[src/rtl/coin_sprite_pkg.sv]
`default_nettype none
// ============================================================================
// Module   : coin_sprite_pkg
// Brief    : Shared constants, types and helpers for the coin sprite path.
// Revision : 1.0 - initial release
// ============================================================================
package coin_sprite_pkg;

  // Default sprite geometry and animation timing
  localparam int c_SPR_W       = 16;
  localparam int c_SPR_H       = 16;
  localparam int c_NUM_FRAMES  = 4;
  localparam int c_FRAME_TICKS = 8;
  localparam int c_FRAME_SIZE  = c_SPR_W * c_SPR_H;

  // Visible screen area
  localparam int c_H_ACTIVE = 640;
  localparam int c_V_ACTIVE = 480;

  typedef logic [9:0] screen_coord_t;

  // Bit width needed to index n items, never less than one bit
  function automatic int width_of(input int n);
    return (n > 1) ? $clog2(n) : 1;
  endfunction

endpackage : coin_sprite_pkg
`default_nettype wire

[src/rtl/coin_sprite_addr_gen_anim_counter.sv]
`default_nettype none
// ============================================================================
// Module   : sprite_anim_counter
// Brief    : Video-frame tick counter and animation frame index with wrap.
//            Shared by the coin, tank and explosion sprites.
// Revision : 1.0 - initial release
// ============================================================================
module sprite_anim_counter
  import coin_sprite_pkg::*;
#(
  parameter int NUM_FRAMES  = c_NUM_FRAMES,
  parameter int FRAME_TICKS = c_FRAME_TICKS,
  localparam int FRAME_W    = width_of(NUM_FRAMES),
  localparam int TICK_W     = width_of(FRAME_TICKS)
) (
  input  logic               clk,
  input  logic               reset_n,
  input  logic               advance,
  input  logic               en,
  output logic [FRAME_W-1:0] frame
);

  localparam logic [TICK_W-1:0]  c_TICK_LAST  = TICK_W'(FRAME_TICKS - 1);
  localparam logic [FRAME_W-1:0] c_FRAME_LAST = FRAME_W'(NUM_FRAMES - 1);

  logic [TICK_W-1:0]  r_tick;
  logic [FRAME_W-1:0] r_frame;

  // Count video frames while enabled; step the animation frame on tick wrap
  always_ff @(posedge clk) begin
    if (!reset_n) begin
      r_tick  <= '0;
      r_frame <= '0;
    end else if (advance && en) begin
      if (r_tick == c_TICK_LAST) begin
        r_tick  <= '0;
        r_frame <= (r_frame == c_FRAME_LAST) ? '0 : r_frame + 1'b1;
      end else begin
        r_tick <= r_tick + 1'b1;
      end
    end
  end

  assign frame = r_frame;

endmodule : sprite_anim_counter
`default_nettype wire

[src/rtl/coin_sprite_addr_gen.sv]
`default_nettype none
// ============================================================================
// Module   : coin_sprite_addr_gen
// Brief    : Coin sprite hit test and ROM address generator. Latches the coin
//            position once per video frame and registers address/hit with a
//            single pixel-clock of latency.
// Revision : 1.0 - initial release
// ============================================================================
module coin_sprite_addr_gen
  import coin_sprite_pkg::*;
#(
  parameter int SPR_W       = c_SPR_W,
  parameter int SPR_H       = c_SPR_H,
  parameter int NUM_FRAMES  = c_NUM_FRAMES,
  parameter int FRAME_TICKS = c_FRAME_TICKS,
  parameter int ADDR_W      = 13,
  localparam int FRAME_W    = width_of(NUM_FRAMES)
) (
  input  logic               vga_clk,
  input  logic               reset_n,
  input  logic [9:0]         DrawX,
  input  logic [9:0]         DrawY,
  input  logic               blank,
  input  logic               frame_start,
  input  logic [9:0]         coin_x,
  input  logic [9:0]         coin_y,
  input  logic               coin_active,
  input  logic               anim_en,
  output logic [ADDR_W-1:0]  rom_address,
  output logic               sprite_hit,
  output logic [FRAME_W-1:0] anim_frame
);

  // Shift amounts replace the multiplies (dimensions are powers of two)
  localparam int c_XW = $clog2(SPR_W);
  localparam int c_YW = $clog2(SPR_H);

  screen_coord_t r_lx;
  screen_coord_t r_ly;
  logic          r_lact;

  logic signed [10:0] w_dx;
  logic signed [10:0] w_dy;
  logic               w_in_x;
  logic               w_in_y;
  logic               w_inside;
  logic [ADDR_W-1:0]  w_addr;

  sprite_anim_counter #(
    .NUM_FRAMES  (NUM_FRAMES),
    .FRAME_TICKS (FRAME_TICKS)
  ) u_anim (
    .clk     (vga_clk),
    .reset_n (reset_n),
    .advance (frame_start),
    .en      (anim_en),
    .frame   (anim_frame)
  );

  // Shadow latch: coin position only changes at the frame boundary
  always_ff @(posedge vga_clk) begin
    if (!reset_n) begin
      r_lx   <= '0;
      r_ly   <= '0;
      r_lact <= 1'b0;
    end else if (frame_start) begin
      r_lx   <= coin_x;
      r_ly   <= coin_y;
      r_lact <= coin_active;
    end
  end

  // Offsets are signed so that pixels left/above the sprite never alias in
  assign w_dx = $signed({1'b0, DrawX}) - $signed({1'b0, r_lx});
  assign w_dy = $signed({1'b0, DrawY}) - $signed({1'b0, r_ly});

  assign w_in_x   = ~w_dx[10] & (w_dx[9:0] < 10'(SPR_W));
  assign w_in_y   = ~w_dy[10] & (w_dy[9:0] < 10'(SPR_H));
  assign w_inside = r_lact & blank & w_in_x & w_in_y;

  assign w_addr = (ADDR_W'(anim_frame) << (c_XW + c_YW))
                + (ADDR_W'(w_dy[c_YW-1:0]) << c_XW)
                +  ADDR_W'(w_dx[c_XW-1:0]);

  // Register the address and hit flag; outside the sprite the address parks at 0
  always_ff @(posedge vga_clk) begin
    if (!reset_n) begin
      rom_address <= '0;
      sprite_hit  <= 1'b0;
    end else begin
      rom_address <= w_inside ? w_addr : '0;
      sprite_hit  <= w_inside;
    end
  end

endmodule : coin_sprite_addr_gen
`default_nettype wire
[config.mk]
export PLATFORM = sky130hd
export DESIGN_NAME = coin_sprite_addr_gen
export DESIGN_NICKNAME = d
export VERILOG_FILES = /design/src/rtl/coin_sprite_pkg.sv /design/src/rtl/coin_sprite_addr_gen_anim_counter.sv /design/src/rtl/coin_sprite_addr_gen.sv
export SDC_FILE = /design/constraint.sdc
export NUM_CORES = 1
export LEC_CHECK = 0
export BUFFER_PORTS_ARGS = -buffer_cell sky130_fd_sc_hd__clkbuf_2
export CAP_MARGIN = 0
export CORE_MARGIN = 4
export CORE_UTILIZATION = 45
export DETAILED_ROUTE_END_ITERATION = 16
export HOLD_SLACK_MARGIN = 0.03
export PLACE_DENSITY = 0.7
export SLEW_MARGIN = 20
export SYNTH_ARGS = -nofsm -noshare
export SYNTH_HDL_FRONTEND = slang
export SYNTH_HIERARCHICAL = 1
export SYNTH_SLANG_ARGS = --single-unit
[constraint.sdc]
create_clock -name vga_clk -period 6.69 [get_ports vga_clk]
set_clock_uncertainty 0.1 [all_clocks]
set_input_delay 1.6725 -clock vga_clk [delete_from_list [all_inputs] [get_ports vga_clk]]
set_output_delay 1.6725 -clock vga_clk [all_outputs]
set_load 0.01 [all_outputs]
==> reports/qor.yml, run 1 <==
cp_slowest_stage_delay_ns: 0.61
antenna-diode-count: 0
grt_pass1_wl_um: 7940
clk_latency_ns: 0.29
syn_inst: 254
syn-mean-instance-area_sq_um: 9.31
die_h_um: 80.5
drtPass1Iterations: 4
crit_type: "in -> reg"
grt_use_total: 0.159
areaGrowthSynthToFinish_pct: 17.7
dp_cells: 375
maxSlewHeadroom: 0.432
end_kind: "register"
critPathMaxFanout: 11
cts_sinks: 37
period_share: 0.638
die_w_um: 80.5
gr-total-overflow: 0
rows: 26
synth.area.mux_share: 0.102
yosysWarnings: 6
period_minus_slack_ns: 4.27
antenna_found_initial: 0
setup_viol: 0
routed_via_density: 5.15
layout_common_cells: "58 x clkbuf_2, 37 x dfxtp_1, 30 x inv_1"
place_hpwl_um: 3900
path_buf_inv: 3
ctsRootBufferMaster: "clkbuf_8"
synth_compound_area_frac: 0.146
htree_levels: 2
critPathLaunchType: "input port"
grt_pass1_vias: 1817
cp_slowest_cell: "or4_4"
max_freq_ghz: 0.234
finalHoldViolations: 0
dieArea_sq_mm: 0.00648
highest_layer: "met4"
synthArstFlopShare: 0
crit_path_cell_trace: "clkbuf_2 -> inv_1 -> ha_1 -> inv_1 -> fa_1 -> a21oi_2 -> o22ai_1 -> or3_1 -> a2111oi_2 -> o211ai_1 -> or4_4 -> nor3b_1"
met2_wirelength_um: 2380
wl_met3_um: 333
cts_tree: "built"
status: "completed"
synth_top_family_by_area: "simple AND/OR/NAND/NOR gates"
via_count: 1971
drt_iter0_drc: 84
wl_um: 4960
layout.cells.non_filler: 383
wl_per_cell_um: 12.9
place.gp.congestion: 0.922
cp.required_ns: 6.80
ant_nets: 0
ys_ff_latch: 37
synth_simple_gate_area_frac: 0.202
start_util: 0.463
path_delay_family: "simple AND/OR/NAND/NOR gates"
nets: 383
cts_buffers: 5
ys.flop_type: "dfxtp_1"
route.detailed.drc: 0
synth_fa_ha_area_frac: 0.139
ys_types: 53
layout_commonest_cell: "clkbuf_2"
finalMaxSlewViolations: 0
synth_area_sq_mm: 0.00236
rsz0062_at_grt: "no"
p_leak_nw: 1.27
grt_max_degree: 30
min_path_type: "reg -> reg"
critPathArrivalTime_ns: 4.39
tightest_slew_ns: 0.852
yosysSeqAreaShare: 0.313
cts_resized: 0
io_pins: 62
wl_met1_um: 2170
irDropWorstVdd_uv: 92.9
cts.path.max_buffers: 2
core_sq_mm: 0.00511
io_buffers: 58
power_density_mw_per_mm2: 184
ctsHoldBuffers: 0
cp_common_cell: "inv_1"
postCtsSetupBuffers: 0
drive_gt1_frac: 0.259
final.setup.tns_ns: 0
yosys.area_share.xor_xnor: 0.0259
clk_pin_slew_ns: 0.07
synth_edf_count: 0
cap_violations: 0
-- routing by layer --
layer  up-vias  track usage
met5         -            0
met1       907        0.188
li1       1002            -
met3         8       0.0448
met4         0       0.0557
met2        54        0.273
-- synth_stat cells (2+ instances only) --
library cell | instances | area share
a21oi_2 | 2 | 0.0074
o221ai_1 | 3 | 0.011
nor3b_2 | 3 | 0.016
buf_4 | 3 | 0.0095
and3_1 | 4 | 0.011
o21ai_0 | 8 | 0.017
nor3b_1 | 2 | 0.0064
xnor2_1 | 4 | 0.015
nor3_2 | 6 | 0.025
and2_1 | 2 | 0.0053
fa_1 | 2 | 0.017
nand3_1 | 5 | 0.011
ha_1 | 23 | 0.12
o21bai_1 | 2 | 0.0064
o2111ai_1 | 3 | 0.011
a21boi_0 | 3 | 0.0095
mux2i_1 | 24 | 0.10
or2_2 | 2 | 0.0053
nand2_1 | 5 | 0.0079
or3_1 | 2 | 0.0053
nor4_1 | 2 | 0.0053
buf_1 | 3 | 0.0048
clkbuf_1 | 3 | 0.0048
a31oi_1 | 3 | 0.0079
xor2_1 | 3 | 0.011
nor2_1 | 7 | 0.011
a21oi_1 | 5 | 0.011
dfxtp_1 | 37 | 0.31
nand2b_1 | 3 | 0.0079
o21a_1 | 6 | 0.019
inv_1 | 30 | 0.048
nor2b_1 | 23 | 0.061
-- layout make-up --
| cell class | instances | area [sq um] |
|---|---|---|
| clock inverter | 2 | 10.0 |
| clock buffer | 6 | 72.6 |
| timing repair buffer | 59 | 298 |
| multi-input combinational | 179 | 1460 |
| fill | 494 | 2320 |
| sequential | 37 | 741 |
| tap | 70 | 87.6 |
| inverter | 30 | 113 |
-- sequential cells by signal (all words and copies together) (netlist names) --
register / count
u_anim/frame: 2
r_lx: 10
r_lact: 1
sprite_hit: 1
r_ly: 10
rom_address: 10
u_anim/r_tick: 3
-- metrics by stage --
stage | util | total power [mW] | instance area, sq um | setup slack [ns] | hold WS (ns)
final | 0.545 | 0.513 | 2780 | 2.42 | 0.405
after global routing | 0.545 | 0.547 | 2780 | 2.28 | 0.442
after CTS | 0.545 | 0.521 | 2780 | 2.41 | 0.405
after detailed placement | 0.529 | 0.370 | 2700 | 2.11 | 0.394
after global placement | 0.529 | 0.368 | 2700 | 2.18 | 0.381
after floorplan | - | 0.333 | 2370 | 2.38 | 0.383
-- worst paths after layout --
path / from / endpoint / slack (ns) / depth (start not counted)
worst max register to register: r_ly[0] / rom_address[1] / 3.58 / 10
worst min register to register: u_anim/frame[1] / u_anim/frame[1] / 0.40 / 2
worst max-delay path: DrawY[0] / rom_address[1] / 2.42 / 12
worst min-delay path: u_anim/frame[1] / u_anim/frame[1] / 0.40 / 2
-- kinds of logic (layout without fill, tap and decap cells) --
group,Yosys count,count (layout)
fa+ha+maj,25,25
xor+xnor,7,7
simple gates,73,73
compound gates,47,47
mux,24,24
other cells,1,3
flops,37,37
buf+inv,40,97
-- where the power goes --
part           leakage, nW  switching [mW]  internal [mW]
combinational        0.927          0.0716         0.0611
sequential           0.302         0.00401          0.228
clock               0.0450          0.0759         0.0721
total                 1.27           0.151          0.362
-- tightest hold or removal path, delay by kind of cell, from the launching register on --
kind | cells | cell delay, ns
flops | 1 | 0.34
mux | 1 | 0.06
simple gates | 1 | 0.06
No activity file was read; power rests on OpenSTA's default activity.
==> run 2: changes to the inputs <==
--- a/config.mk
+++ b/config.mk
@@ -5,6 +5,7 @@
 export SDC_FILE = /design/constraint.sdc
 export NUM_CORES = 1
 export LEC_CHECK = 0
+export ABC_AREA = 1
 export BUFFER_PORTS_ARGS = -buffer_cell sky130_fd_sc_hd__clkbuf_2
 export CAP_MARGIN = 0
 export CORE_MARGIN = 4
==> constraint.sdc (replaced) <==
create_clock -name vga_clk -period 4 [get_ports vga_clk]
set_clock_uncertainty 0.1 [all_clocks]
set_input_delay 1 -clock vga_clk [delete_from_list [all_inputs] [get_ports vga_clk]]
set_output_delay 1 -clock vga_clk [all_outputs]
set_load 0.01 [all_outputs]
==> reports/qor.yml, run 2 <==
status: "completed"
start_util: 0.467
synth_top_area_cell: "dfxtp_1"
finalHoldViolations: 0
yosys-top-cells-area: "dfxtp_1 31%, nand2_1 12%, ha_1 12%"
rsz0062_at_grt: "no"
grt_use_total: 0.161
power_mw: 0.904
critPathMaxFanout: 11
ys_top_cells_by_count: "77 x nand2_1, 67 x inv_1, 37 x dfxtp_1"
rows: 26
syn_inst: 353
drt_iter0_drc: 65
cts_tree: "built"
tightest_slew_ns: 0.930
route.detailed.drc: 0
min_path_type: "reg -> reg"
cap_violations: 0
place_hpwl_um: 3770
crit_type: "in -> reg"
cts_buffers: 5
setup_viol: 0
yosysSeqAreaShare: 0.308
yosysMostFrequentCell: "nand2_1"
irDropWorstVdd_uv: 168
reg_top3: "r_lx x10, r_ly x10, rom_address x10"
cts_resized: 0
critPathArrivalTime_ns: 2.93
critPathLaunchType: "input port"
synthArstFlopShare: 0
die_h_um: 81.1
design_area_sq_mm: 0.00282
power_density_mw_per_mm2: 320
end_kind: "register"
die_w_um: 81.1
grt_max_degree: 40
ctsHoldBuffers: 0
layout.cells.non_filler: 481
drtPass1Iterations: 4
gr-total-overflow: 0
clk_pin_slew_ns: 0.08
finalMaxSlewViolations: 0
final.setup.tns_ns: 0
fill_cells: 558
maxSlewHeadroom: 0.376
via_count: 2146
grt_pass1_vias: 2016
ys.flop_type: "dfxtp_1"
hold_depth: 2
io_pins: 62
p_leak_nw: 1.55
cts.path.max_buffers: 2
dpl_cell_area_sq_mm: 0.00273
period_minus_slack_ns: 2.80
register_area_sq_um: 741
dieArea_sq_mm: 0.00657
multiInputGateArea_sq_mm: 0.00135
ys_ff_latch: 37
ys_types: 30
nets: 481
r2r_cells: 13
place.gp.congestion: 0.839
max_freq_ghz: 0.357
wl_per_cell_um: 9.90
antenna_found_initial: 0
synth_area_sq_mm: 0.00240
ctsRootBufferMaster: "clkbuf_8"
postCtsSetupBuffers: 0
pre_cts_slack_ns: 0.853
io_buffers: 58
core_sq_mm: 0.00514
final.setup.worst_slack_ns: 1.20
syn-mean-instance-area_sq_um: 6.81
synth_edf_count: 0
ant_nets: 0
layout_commonest_cell: "nand2_1"
routed_via_density: 4.46
clk_latency_ns: 0.30
cts_sinks: 37
layout_common_cells: "77 x nand2_1, 66 x inv_1, 58 x clkbuf_2"
wl_um: 4760
yosysWarnings: 6
htree_levels: 2
cp.required_ns: 4.13
period_share: 0.700
drive_gt1_frac: 0.224
dp_cells: 473
synth.top_cell.area_share: 0.308
grt_pass1_wl_um: 8250
antenna-diode-count: 0
areaGrowthSynthToFinish_pct: 17.5
-- run 2: cell count changes after synthesis, moves of 5 or more --
cell	before	now
a21oi_1	5	26
mux2i_1	24	0
inv_1	30	67
nor3_2	6	0
nand2_2	0	5
o21ai_0	8	26
o21a_1	6	0
nand2_1	5	77
nor2_2	0	10
nand3_1	5	13
nor2_1	7	32
nor2b_1	23	0
nand3_2	0	5
-- run 2: metrics by stage --
step	hold slack, ns	util
floorplan	0.333	-
global placement	0.349	0.531
detailed placement	0.353	0.531
CTS	0.365	0.549
global route	0.377	0.549
finish	0.361	0.549
-- run 2: logic make-up (layout without fill, tap and decap cells) --
group	Yosys count	count (layout)	share of synthesized area
adder cells (fa/ha/maj)	25	25	0.136
buffers and inverters	80	136	0.133
AND/OR/NAND/NOR	151	151	0.289
XOR/XNOR	4	4	0.0146
AO/OA/AOI/OAI	55	55	0.118
other	1	3	0.00156
flip-flops	37	37	0.308
-- run 2: path summary, 6_finish.rpt --
kind | from | end | slack (ns)
worst min-delay path | r_ly[9] | r_ly[9] | 0.36
worst min register to register | r_ly[9] | r_ly[9] | 0.36
worst max-delay path | DrawY[0] | rom_address[0] | 1.20
worst max register to register | r_lx[0] | rom_address[0] | 1.69
-- run 2: cell type report --
type                            count  share of cell area
Multi-Input combinational cell    238               0.478
Sequential cell                    37               0.262
Timing Repair Buffer               58               0.103
Inverter                           70              0.0931
Tap cell                           70              0.0310
Clock buffer                        5              0.0244
Clock inverter                      3             0.00798
-- run 2: metal layers --
layer | up-vias | wire, um | GRT usage
met1 | 902 | 2210 | 0.185
met5 | - | 0 | 0
met2 | 33 | 2260 | 0.281
met4 | 0 | 51 | 0.0608
li1 | 1207 | - | -
met3 | 4 | 233 | 0.0443
-- run 2: power breakdown --
part / leakage, nW / internal, mW / switching [mW]
Combinational: 1.20 / 0.0973 / 0.147
Clock: 0.0481 / 0.124 / 0.146
Sequential: 0.304 / 0.385 / 0.00494
Total: 1.55 / 0.606 / 0.298
-- run 2: critical path: stages --
cell      delay (ns)
clkbuf_2        0.08
inv_1           0.04
ha_1            0.14
inv_1           0.06
fa_1            0.39
nand2_1         0.10
nand2_2         0.07
nand3_1         0.07
nand2_1         0.05
nor2_1          0.10
nand2_1         0.06
nor2_1          0.10
nand3_1         0.08
nor2_2          0.09
nand3_2         0.29
nor2_1          0.18
==> run 3: changes to the inputs <==
--- a/config.mk
+++ b/config.mk
@@ -12,7 +12,7 @@
 export CORE_UTILIZATION = 45
 export DETAILED_ROUTE_END_ITERATION = 16
 export HOLD_SLACK_MARGIN = 0.03
-export PLACE_DENSITY = 0.7
+export PLACE_DENSITY = 0.72
 export SLEW_MARGIN = 20
 export SYNTH_ARGS = -nofsm -noshare
 export SYNTH_HDL_FRONTEND = slang
==> constraint.sdc (replaced) <==
create_clock -name vga_clk -period 2.4 [get_ports vga_clk]
set_clock_uncertainty 0.1 [all_clocks]
set_input_delay 0.6 -clock vga_clk [delete_from_list [all_inputs] [get_ports vga_clk]]
set_output_delay 0.6 -clock vga_clk [all_outputs]
set_load 0.01 [all_outputs]
==> reports/qor.yml, run 3 (synthesis results as in run 2) <==
grtUsageMet2: 0.278
path_delay_family: "simple AND/OR/NAND/NOR gates"
r2r_cells: 14
cts_resized: 0
grt_pass1_vias: 2063
worstReg2RegStart: "r_lx[0]"
nets: 487
drtPass1Iterations: 4
power_mw: 1.52
cp.required_ns: 2.54
dpl_cell_area_sq_mm: 0.00279
ctsRootBufferMaster: "clkbuf_8"
areaGrowthSynthToFinish_pct: 19.9
gr-total-overflow: 0
ctsHoldBuffers: 0
cts_sinks: 37
critPathLaunchType: "input port"
clk_pin_slew_ns: 0.08
min_path_type: "reg -> reg"
ant_nets: 0
period_minus_slack_ns: 2.19
setup_viol: 0
multiInputGateArea_sq_mm: 0.00135
use_met3: 0.0344
clk_latency_ns: 0.30
route.detailed.drc: 0
critPathArrivalTime_ns: 2.33
die_w_um: 81.1
wl_um: 4830
reg_top3: "r_lx x10, r_ly x10, rom_address x10"
cts_buffers: 5
die_h_um: 81.1
end_kind: "register"
io_buffers: 58
layout_common_cells: "77 x nand2_1, 67 x inv_1, 58 x clkbuf_2"
htree_levels: 2
crit_start: "DrawX[0]"
cts_tree: "built"
crit_end: "rom_address[0]"
cp_common_cell: "nand2_1"
register_area_sq_um: 741
status: "completed"
postCtsSetupBuffers: 0
rsz0062_at_grt: "no"
layout_commonest_cell: "nand2_1"
power_density_mw_per_mm2: 527
cp_slowest_stage_delay_ns: 0.38
path_depth: 16
finalHoldViolations: 0
cts.path.max_buffers: 2
grt_use_met1: 0.183
finalMaxSlewViolations: 0
period_share: 0.914
drt_iter0_drc: 65
start_util: 0.467
design_area_sq_mm: 0.00288
dieArea_sq_mm: 0.00657
core_sq_mm: 0.00514
via_count: 2204
critPathMaxFanout: 11
fill_cells: 533
io_pins: 62
grt_use_total: 0.159
crit_path_cell_trace: "clkbuf_2 -> inv_1 -> ha_1 -> inv_1 -> fa_1 -> nand2_1 -> nand2_2 -> a21o_1 -> nand2_1 -> nand2_1 -> nor2_1 -> nand3_1 -> nor2_2 -> nand3_2 -> buf_12 -> nor2_1"
grt_pass1_wl_um: 8230
grt_max_degree: 35
p_leak_nw: 1.59
cap_violations: 0
cp_slowest_cell: "fa_1"
rows: 26
reg2reg_slack_ns: 0.29
antenna-diode-count: 0
irDropWorstVdd_uv: 339
max_freq_ghz: 0.456
rr_endpoint: "rom_address[0]"
place_hpwl_um: 3970
grt-busiest-layer: "met2"
routed_via_density: 4.53
drive_gt1_frac: 0.237
place.gp.congestion: 0.823
antenna_found_initial: 0
crit_type: "in -> reg"
wl_per_cell_um: 9.92
path_buf_inv: 4
## run 3: cell types whose count changed in the layout (fill, tap and decap cells not counted), sizes merged
cell	previous run	this run
buf	0	6
clkinvlp	0	1
clkinv	5	2
inv	68	70
## run 3: how the worst min path moves through the flow
stage / startpoint / end / slack (ns) / cells past startpoint
CTS: r_lx[7] / r_lx[7] / 0.37 / 2
global route: r_ly[7] / r_ly[7] / 0.38 / 2
detailed placement: r_lx[7] / r_lx[7] / 0.35 / 2
floorplan: r_lx[5] / r_lx[5] / 0.33 / 2
global placement: r_ly[5] / r_ly[5] / 0.35 / 2
finish: r_lx[7] / r_lx[7] / 0.36 / 2
## run 3: cell type report
cell class,count,area share
Multi-Input combinational cell,238,0.469
Tap cell,70,0.0304
Timing Repair Buffer,64,0.121
Clock buffer,5,0.0239
Clock inverter,3,0.00738
Inverter,70,0.0912
Sequential cell,37,0.257
## run 3: worst min-delay path: cells and delay by family (launching register included)
family	cells	cell delay, ns
flip-flops	1	0.31
buffers and inverters	1	0.06
AO/OA/AOI/OAI	1	0.06
## run 3: through the flow
stage	setup TNS [ns]	setup slack [ns]	hold WS [ns]	std cells	utilization
floorplan	0	0.0772	0.333	355	-
CTS	0	0.199	0.365	487	0.560
detailed placement	-1.04	-0.112	0.352	479	0.543
global placement	-0.824	-0.0857	0.345	479	0.543
finish	0	0.207	0.361	487	0.561
global route	0	0.00764	0.381	487	0.561
## run 3: power by group
| part | internal, mW | leakage [nW] | switching (mW) |
|---|---|---|---|
| logic | 0.168 | 1.24 | 0.247 |
| registers | 0.641 | 0.304 | 0.00880 |
| clock network | 0.206 | 0.0445 | 0.247 |
## run 3: per-layer routing
| metal | vias up | part of all wire |
|---|---|---|
| met3 | 10 | 0.046 |
| li1 | 1213 | - |
| met4 | 0 | 0.023 |
| met5 | - | 0 |
| met2 | 38 | 0.49 |
| met1 | 943 | 0.44 |
